`src/rtl/winograd_pkg.sv`:
```
// Shared definitions for the Winograd F(2x2,3x3) tile scheduler: FSM states,
// tile geometry constants and the nominal datapath latency.
package winograd_pkg;

    typedef enum logic [2:0] {
        IDLE,
        CHECK,
        LOAD_FILT,
        RUN,
        DRAIN,
        DONE
    } wino_state_e;

    localparam int TILE_IN  = 4;
    localparam int TILE_OUT = 2;
    localparam int STRIDE   = 2;
    localparam int MIN_DIM  = 4;

    localparam int WINO_LAT = 4;

endpackage

```
`src/rtl/winograd_valid_pipe.sv`:
```
// Fixed-depth {valid, addr} delay line mirroring the no-stall datapath so each
// accepted tile's output address emerges exactly DEPTH cycles later.
module winograd_valid_pipe #(
    parameter int DEPTH  = 5,
    parameter int ADDR_W = 16
) (
    input  logic              clk_i,
    input  logic              rstn_i,
    input  logic              vld_i,
    input  logic [ADDR_W-1:0] addr_i,
    output logic              vld_o,
    output logic [ADDR_W-1:0] addr_o,
    output logic              any_vld_o
);

    logic [DEPTH-1:0]  vld_q;
    logic [ADDR_W-1:0] addr_q [DEPTH];

    always_ff @(posedge clk_i or negedge rstn_i) begin
        if (!rstn_i) begin
            vld_q <= '0;
            for (int i = 0; i < DEPTH; i++) begin
                addr_q[i] <= '0;
            end
        end else begin
            vld_q <= {vld_q[DEPTH-2:0], vld_i};
            // Empty slots carry a zero address so wr_addr idles at 0.
            addr_q[0] <= vld_i ? addr_i : '0;
            for (int i = 1; i < DEPTH; i++) begin
                addr_q[i] <= addr_q[i-1];
            end
        end
    end

    assign vld_o     = vld_q[DEPTH-1];
    assign addr_o    = addr_q[DEPTH-1];
    assign any_vld_o = |vld_q;

endmodule

```
`src/rtl/winograd_tile_sched.sv`:
```
// Winograd F(2x2,3x3) tile scheduler: filter load, stride-2 tile walk, latency tracking.
// Optional performance counters are built when WINO_PERF_CNT_EN is defined.
module winograd_tile_sched
    import winograd_pkg::*;
#(
    parameter int LAT    = WINO_LAT,
    parameter int DIM_W  = 8,
    parameter int ADDR_W = 16
) (
    input  logic              clk,
    input  logic              rstn,
    input  logic              start,
    input  logic [DIM_W-1:0]  cfg_rows,
    input  logic [DIM_W-1:0]  cfg_cols,
    output logic              filt_load,
    output logic              rd_req,
    input  logic              rd_ready,
    output logic [ADDR_W-1:0] rd_addr,
    output logic              wr_valid,
    output logic [ADDR_W-1:0] wr_addr,
    output logic              busy,
    output logic              done,
    output logic              err
`ifdef WINO_PERF_CNT_EN
    ,
    output logic [31:0]       perf_cycles,
    output logic [31:0]       perf_stalls
`endif
);

    wino_state_e       state_q;
    logic [DIM_W-1:0]  rows_q;
    logic [DIM_W-1:0]  cols_q;
    logic [DIM_W-1:0]  tc_q;
    logic [DIM_W-1:0]  tr_q;
    logic [DIM_W-1:0]  tpr_last_q;
    logic [DIM_W-1:0]  tpc_last_q;
    logic [ADDR_W-1:0] row_base_q;
    logic [ADDR_W-1:0] rd_addr_q;
    logic [ADDR_W-1:0] wr_idx_q;
    logic              filt_load_q;
    logic              rd_req_q;
    logic              busy_q;
    logic              done_q;
    logic              err_q;

    logic              accept;
    logic              last_tc;
    logic              last_tile;
    logic              cfg_bad;
    logic [ADDR_W-1:0] row_step;
    logic [ADDR_W-1:0] row_base_d;
    logic              pipe_busy;

    assign accept    = rd_req_q & rd_ready;
    assign last_tc   = (tc_q == tpr_last_q);
    assign last_tile = last_tc && (tr_q == tpc_last_q);
    assign cfg_bad   = (rows_q < DIM_W'(MIN_DIM)) || rows_q[0] ||
                       (cols_q < DIM_W'(MIN_DIM)) || cols_q[0];
    // One tile row down is STRIDE pixel rows of the input map.
    assign row_step   = ADDR_W'({cols_q, 1'b0});
    assign row_base_d = row_base_q + row_step;

    always_ff @(posedge clk or negedge rstn) begin
        if (!rstn) begin
            state_q     <= IDLE;
            rows_q      <= '0;
            cols_q      <= '0;
            tc_q        <= '0;
            tr_q        <= '0;
            tpr_last_q  <= '0;
            tpc_last_q  <= '0;
            row_base_q  <= '0;
            rd_addr_q   <= '0;
            wr_idx_q    <= '0;
            filt_load_q <= 1'b0;
            rd_req_q    <= 1'b0;
            busy_q      <= 1'b0;
            done_q      <= 1'b0;
            err_q       <= 1'b0;
        end else begin
            filt_load_q <= 1'b0;
            done_q      <= 1'b0;
            case (state_q)
                IDLE: begin
                    if (start) begin
                        rows_q  <= cfg_rows;
                        cols_q  <= cfg_cols;
                        err_q   <= 1'b0;
                        busy_q  <= 1'b1;
                        state_q <= CHECK;
                    end
                end
                CHECK: begin
                    if (cfg_bad) begin
                        err_q   <= 1'b1;
                        done_q  <= 1'b1;
                        state_q <= DONE;
                    end else begin
                        // Store last tile indices: tiles per row/col minus one.
                        tpr_last_q  <= (cols_q >> 1) - DIM_W'(2);
                        tpc_last_q  <= (rows_q >> 1) - DIM_W'(2);
                        tc_q        <= '0;
                        tr_q        <= '0;
                        row_base_q  <= '0;
                        rd_addr_q   <= '0;
                        wr_idx_q    <= '0;
                        filt_load_q <= 1'b1;
                        state_q     <= LOAD_FILT;
                    end
                end
                LOAD_FILT: begin
                    rd_req_q <= 1'b1;
                    state_q  <= RUN;
                end
                RUN: begin
                    if (accept) begin
                        wr_idx_q <= wr_idx_q + ADDR_W'(1);
                        if (last_tile) begin
                            rd_req_q <= 1'b0;
                            state_q  <= DRAIN;
                        end else if (last_tc) begin
                            tc_q       <= '0;
                            tr_q       <= tr_q + DIM_W'(1);
                            row_base_q <= row_base_d;
                            rd_addr_q  <= row_base_d;
                        end else begin
                            tc_q      <= tc_q + DIM_W'(1);
                            rd_addr_q <= rd_addr_q + ADDR_W'(STRIDE);
                        end
                    end
                end
                DRAIN: begin
                    if (!pipe_busy) begin
                        done_q  <= 1'b1;
                        state_q <= DONE;
                    end
                end
                DONE: begin
                    busy_q  <= 1'b0;
                    state_q <= IDLE;
                end
                default: begin
                    state_q <= IDLE;
                end
            endcase
        end
    end

    winograd_valid_pipe #(
        .DEPTH  (LAT + 1),
        .ADDR_W (ADDR_W)
    ) u_valid_pipe (
        .clk_i     (clk),
        .rstn_i    (rstn),
        .vld_i     (accept),
        .addr_i    (wr_idx_q),
        .vld_o     (wr_valid),
        .addr_o    (wr_addr),
        .any_vld_o (pipe_busy)
    );

    assign filt_load = filt_load_q;
    assign rd_req    = rd_req_q;
    assign rd_addr   = rd_addr_q;
    assign busy      = busy_q;
    assign done      = done_q;
    assign err       = err_q;

`ifdef WINO_PERF_CNT_EN
    logic [31:0] perf_cycles_q;
    logic [31:0] perf_stalls_q;

    function automatic logic [31:0] sat_inc(input logic [31:0] v);
        return (v == '1) ? v : v + 32'd1;
    endfunction

    always_ff @(posedge clk or negedge rstn) begin
        if (!rstn) begin
            perf_cycles_q <= '0;
            perf_stalls_q <= '0;
        end else if (state_q == IDLE && start) begin
            perf_cycles_q <= '0;
            perf_stalls_q <= '0;
        end else begin
            if (busy_q) begin
                perf_cycles_q <= sat_inc(perf_cycles_q);
            end
            if (state_q == RUN && !rd_ready) begin
                perf_stalls_q <= sat_inc(perf_stalls_q);
            end
        end
    end

    assign perf_cycles = perf_cycles_q;
    assign perf_stalls = perf_stalls_q;
`endif

endmodule

```
`config.mk`:
```
export PLATFORM = sky130hd
export DESIGN_NAME = winograd_tile_sched
export DESIGN_NICKNAME = d
export VERILOG_FILES = /design/src/rtl/winograd_pkg.sv /design/src/rtl/winograd_valid_pipe.sv /design/src/rtl/winograd_tile_sched.sv
export SDC_FILE = /design/constraint.sdc
export NUM_CORES = 1
export LEC_CHECK = 0
export ABC_AREA = 1
export CORE_MARGIN = 2
export CORE_UTILIZATION = 40
export DETAILED_ROUTE_END_ITERATION = 7
export PLACE_DENSITY = 0.64
export SYNTH_ARGS = -nofsm -noshare
export SYNTH_HDL_FRONTEND = slang
export SYNTH_HIERARCHICAL = 1
export SYNTH_SLANG_ARGS = --single-unit
```
`constraint.sdc`:
```
create_clock -name clk -period 1.9 [get_ports clk]
set_input_delay 0.38 -clock clk [delete_from_list [all_inputs] [get_ports clk]]
set_output_delay 0.38 -clock clk [all_outputs]
set_load 0.01 [all_outputs]
```
==> qor.txt <==
Result of the run: finished, final reports clean
Worst Tran Pin Value: 0.503 ns
Xor/xnor share of the synthesized area: 0.0306
Max-slew violation total from the final report: 0
Count of nets left with antenna violations after detail routing: 0
Maximum clock path buffer count: 2
Number of placed instances, taps included: 1377
Die X: 153 um
Post-layout min period: 1.83 ns
Number of input and output port buffers inserted: 57
Clock buffer count from CTS: 17
Wire length of the first global-routing pass: 31100 um
Via count normalized by instance count: 4.74
Floorplan die area: 23400 um2
Worst slack after detailed placement: -0.0268 ns
Clock latency on the worst-skew pair: 0.43 ns
Portion of total power attributed to combinational logic: 0.373
Critical path buffer and inverter count: 1
Number of rows in the core area: 54
# H-tree levels: 4
Overflow left after global routing: 0
Number of instances in the synthesized netlist: 1038
Setup repair after global routing missed its margin: true
Initial cell density of the core: 0.407
Data required time at the worst endpoint: 1.52 ns
Antenna diode count: 0
Setup skew after layout: 0.0111 ns
Crit-path max FO: 5
Mapped Area: 8860 um2
Share of synthesized cell area in full adder, half adder and majority cells: 0.0220
Power density normalized to cell area: 1330 nW/um2
Sequential fraction of the synthesis area: 0.531
Share of Yosys cell area claimed by the top area cell type: 0.531
DIE HEIGHT: 153 um
DRC violations left: 0
Number of nets in the finished design: 1154
Number of antenna violations at the first check in global routing: 0
WL final: 18600 um
Largest family of logic cells by synthesized area: simple AND/OR/NAND/NOR gates
Yosys synthesis warning count: 6
Compound-cell area share of the yosys netlist: 0.0398
Hold WS: 0.348 ns
Critical path's slowest cell: clkdlybuf4s50_1
Total number of vias: 6694
Number of failing setup endpoints in the final timing report: 0
I/O pin total: 58
Synth area leader: dfrtp_1
Final setup slack of the worst path: 0.0719 ns
Layout overhead on the synthesized area: 21.8%
Clock transition at the registers of the reported paths: 0.08 ns
Power share of the sequential group: 0.362
Critical path startpoint category: register
Post-synthesis area per instance: 8.54 um2
Total track usage: 0.163
Worst vdd rail ir drop: 0.000699 V
Pin count of the biggest net entering global routing: 61
Share of synthesized cell area in and, or, nand and nor gates: 0.276
Critical setup path kind: register to primary output
Number of flip-flops and latches in the synthesized netlist: 188
Total Negative Setup Slacks: 0 ns
Multiplexer area fraction after synthesis: 0.0152
Layout cell share with drive strength beyond 1: 0.151
Share of the clock period used by the worst path: 0.962
Total non-filler cell area in the finished layout: 10800 um2
Pwr Total: 14.4 mW
Net Sw Frac: 0.388
Max-capacitance violation count: 0
Path category of the worst min-delay check: register to register
Share of the core filled with cells in the final layout: 0.496
List of cells traversed by the critical path: clkdlybuf4s50_1
CP max stage delay: 0.57 ns
Area after DPL: 9940 um2
Routed length per instance: 13.2 um
TritonCTS clock tree: done
Count of final hold-check violations: 0
Peak Freq: 0.547 GHz
Number of global-route vias before repair: 6339
Synth unique cells: 36
Leading cell types by total area after synthesis: dfrtp_1 (53%), nand2_1 (14%), inv_1 (4.8%)
Leakage: 5.40 nW
First-pass iteration count of the detailed router: 5
Switching component of the power: 5.58 mW
Synth Net Count: 1073
Clock power share: 0.265
Top delay family on crit path: buffers and inverters
Routability-driven placement congestion ratio: 0.909
Critical Path Sink Type: primary output
Clock Sinks: 188
Initial DRC Count: 392
Core region area: 21800 um2
Final standard cell count with taps included and fillers excluded: 1412
Detailed placement HPWL: 13100 um
Crit path arrival time: 1.45 ns
Fill count: 1996
Cell Int Power: 8.78 mW
Root Buffer: clkbuf_16
Tightest slew margin relative to the limit: 0.662
-- repair_timing --
action	in CTS	in global routing
endpoints found under the setup margin	10	67
resized for setup	2	47
pin swaps	0	6
buffers inserted	0	1
hold endpoints to repair	35	0
gates cloned	0	1
hold buffers	1	0
-- placed cells by master (no fill, tap or decap), drive strengths merged, types with 14 or more instances in the layout --
cell type / instances
xor2: 18
nand3: 75
ha: 14
nand2: 347
inv: 136
o21ai: 47
nor3: 15
nand4: 33
dfrtp: 188
buf: 41
clkbuf: 18
clkdlybuf4s50: 55
nor2: 86
-- cells by family (layout without fill, tap and decap cells) --
logic type / count (synthesis) / in the layout
xor+xnor: 31 / 31
fa+ha+maj: 15 / 15
mux: 12 / 12
compound gates: 63 / 63
flops: 188 / 188
simple gates: 565 / 566
buf+inv: 164 / 257
-- synthesized netlist by cell type --
| cell | number |
|---|---|
| or2_2 | 4 |
| xnor2_1 | 13 |
| a31o_2 | 2 |
| nand2_1 | 337 |
| buf_2 | 7 |
| nor2_1 | 79 |
| nor2_2 | 1 |
| and3_1 | 1 |
| nor3_1 | 15 |
| o31ai_1 | 1 |
| dfrtp_1 | 188 |
| nor2_4 | 5 |
| buf_4 | 19 |
| fa_1 | 1 |
| inv_2 | 12 |
| clkbuf_1 | 5 |
| o22ai_1 | 1 |
| nand3b_1 | 3 |
| buf_12 | 1 |
| buf_6 | 5 |
| inv_1 | 113 |
| nand3_4 | 2 |
| xor2_1 | 18 |
| o21ai_1 | 4 |
| o21ai_0 | 36 |
| nand3_1 | 73 |
| nand4_1 | 33 |
| nand2_2 | 9 |
| mux2_2 | 12 |
| ha_1 | 14 |
| clkinv_1 | 1 |
| o21ai_2 | 7 |
| a21oi_1 | 12 |
| buf_8 | 1 |
| nand2_4 | 1 |
| nor3b_1 | 2 |
-- layer usage --
metal	routed length, um	GRT usage
met2	8490	0.254
met3	737	0.0303
met4	195	0.0472
met1	9160	0.235
met5	0	0
-- power by group through the flow --
stage	Combinational (mW)	Sequential (mW)	Clock [mW]
finish	5.36	5.20	3.80
global route	5.99	5.30	4.06
CTS	5.06	5.16	3.90
detailed placement	5.04	5.23	0
global placement	5.00	5.22	0
floorplan	3.17	5.17	0
-- final timing paths --
kind	from	to	slack (ns)	depth (start not counted)
setup / recovery	rd_addr[8]	rd_addr[8]	0.07	1
hold / removal	u_valid_pipe/addr_q[71]	u_valid_pipe/addr_q[55]	0.35	0
setup reg to reg	row_base_q[1]	rd_addr[15]	0.08	11
hold reg to reg	u_valid_pipe/addr_q[71]	u_valid_pipe/addr_q[55]	0.35	0
max in group asynchronous	rstn	rd_addr[3]	0.80	3
min in group asynchronous	rstn	done	0.43	2
-- state kept, by name (all words and copies together), names as in the netlist --
| signal | cells |
|---|---|
| rd_addr | 16 |
| err | 1 |
| tpc_last_q | 8 |
| done | 1 |
| u_valid_pipe/vld_q | 5 |
| rd_req | 1 |
| tr_q | 8 |
| tpr_last_q | 8 |
| u_valid_pipe/addr_q | 64 |
| tc_q | 8 |
| u_valid_pipe/addr_o | 16 |
| filt_load | 1 |
| wr_idx_q | 16 |
| row_base_q | 15 |
| state_q | 3 |
| rows_q | 8 |
| busy | 1 |
| cols_q | 8 |
-- final cells by class --
class / instances / area, um2 / share of cell area
Sequential cell: 188 / 4710 / 0.436
Tap cell: 280 / 350 / 0.0325
Multi-Input combinational cell: 687 / 3570 / 0.331
Inverter: 126 / 473 / 0.0438
Clock buffer: 17 / 425 / 0.0394
Timing Repair Buffer: 99 / 1030 / 0.0956
Clock inverter: 15 / 233 / 0.0216
Power figures use the tool's default switching activity.
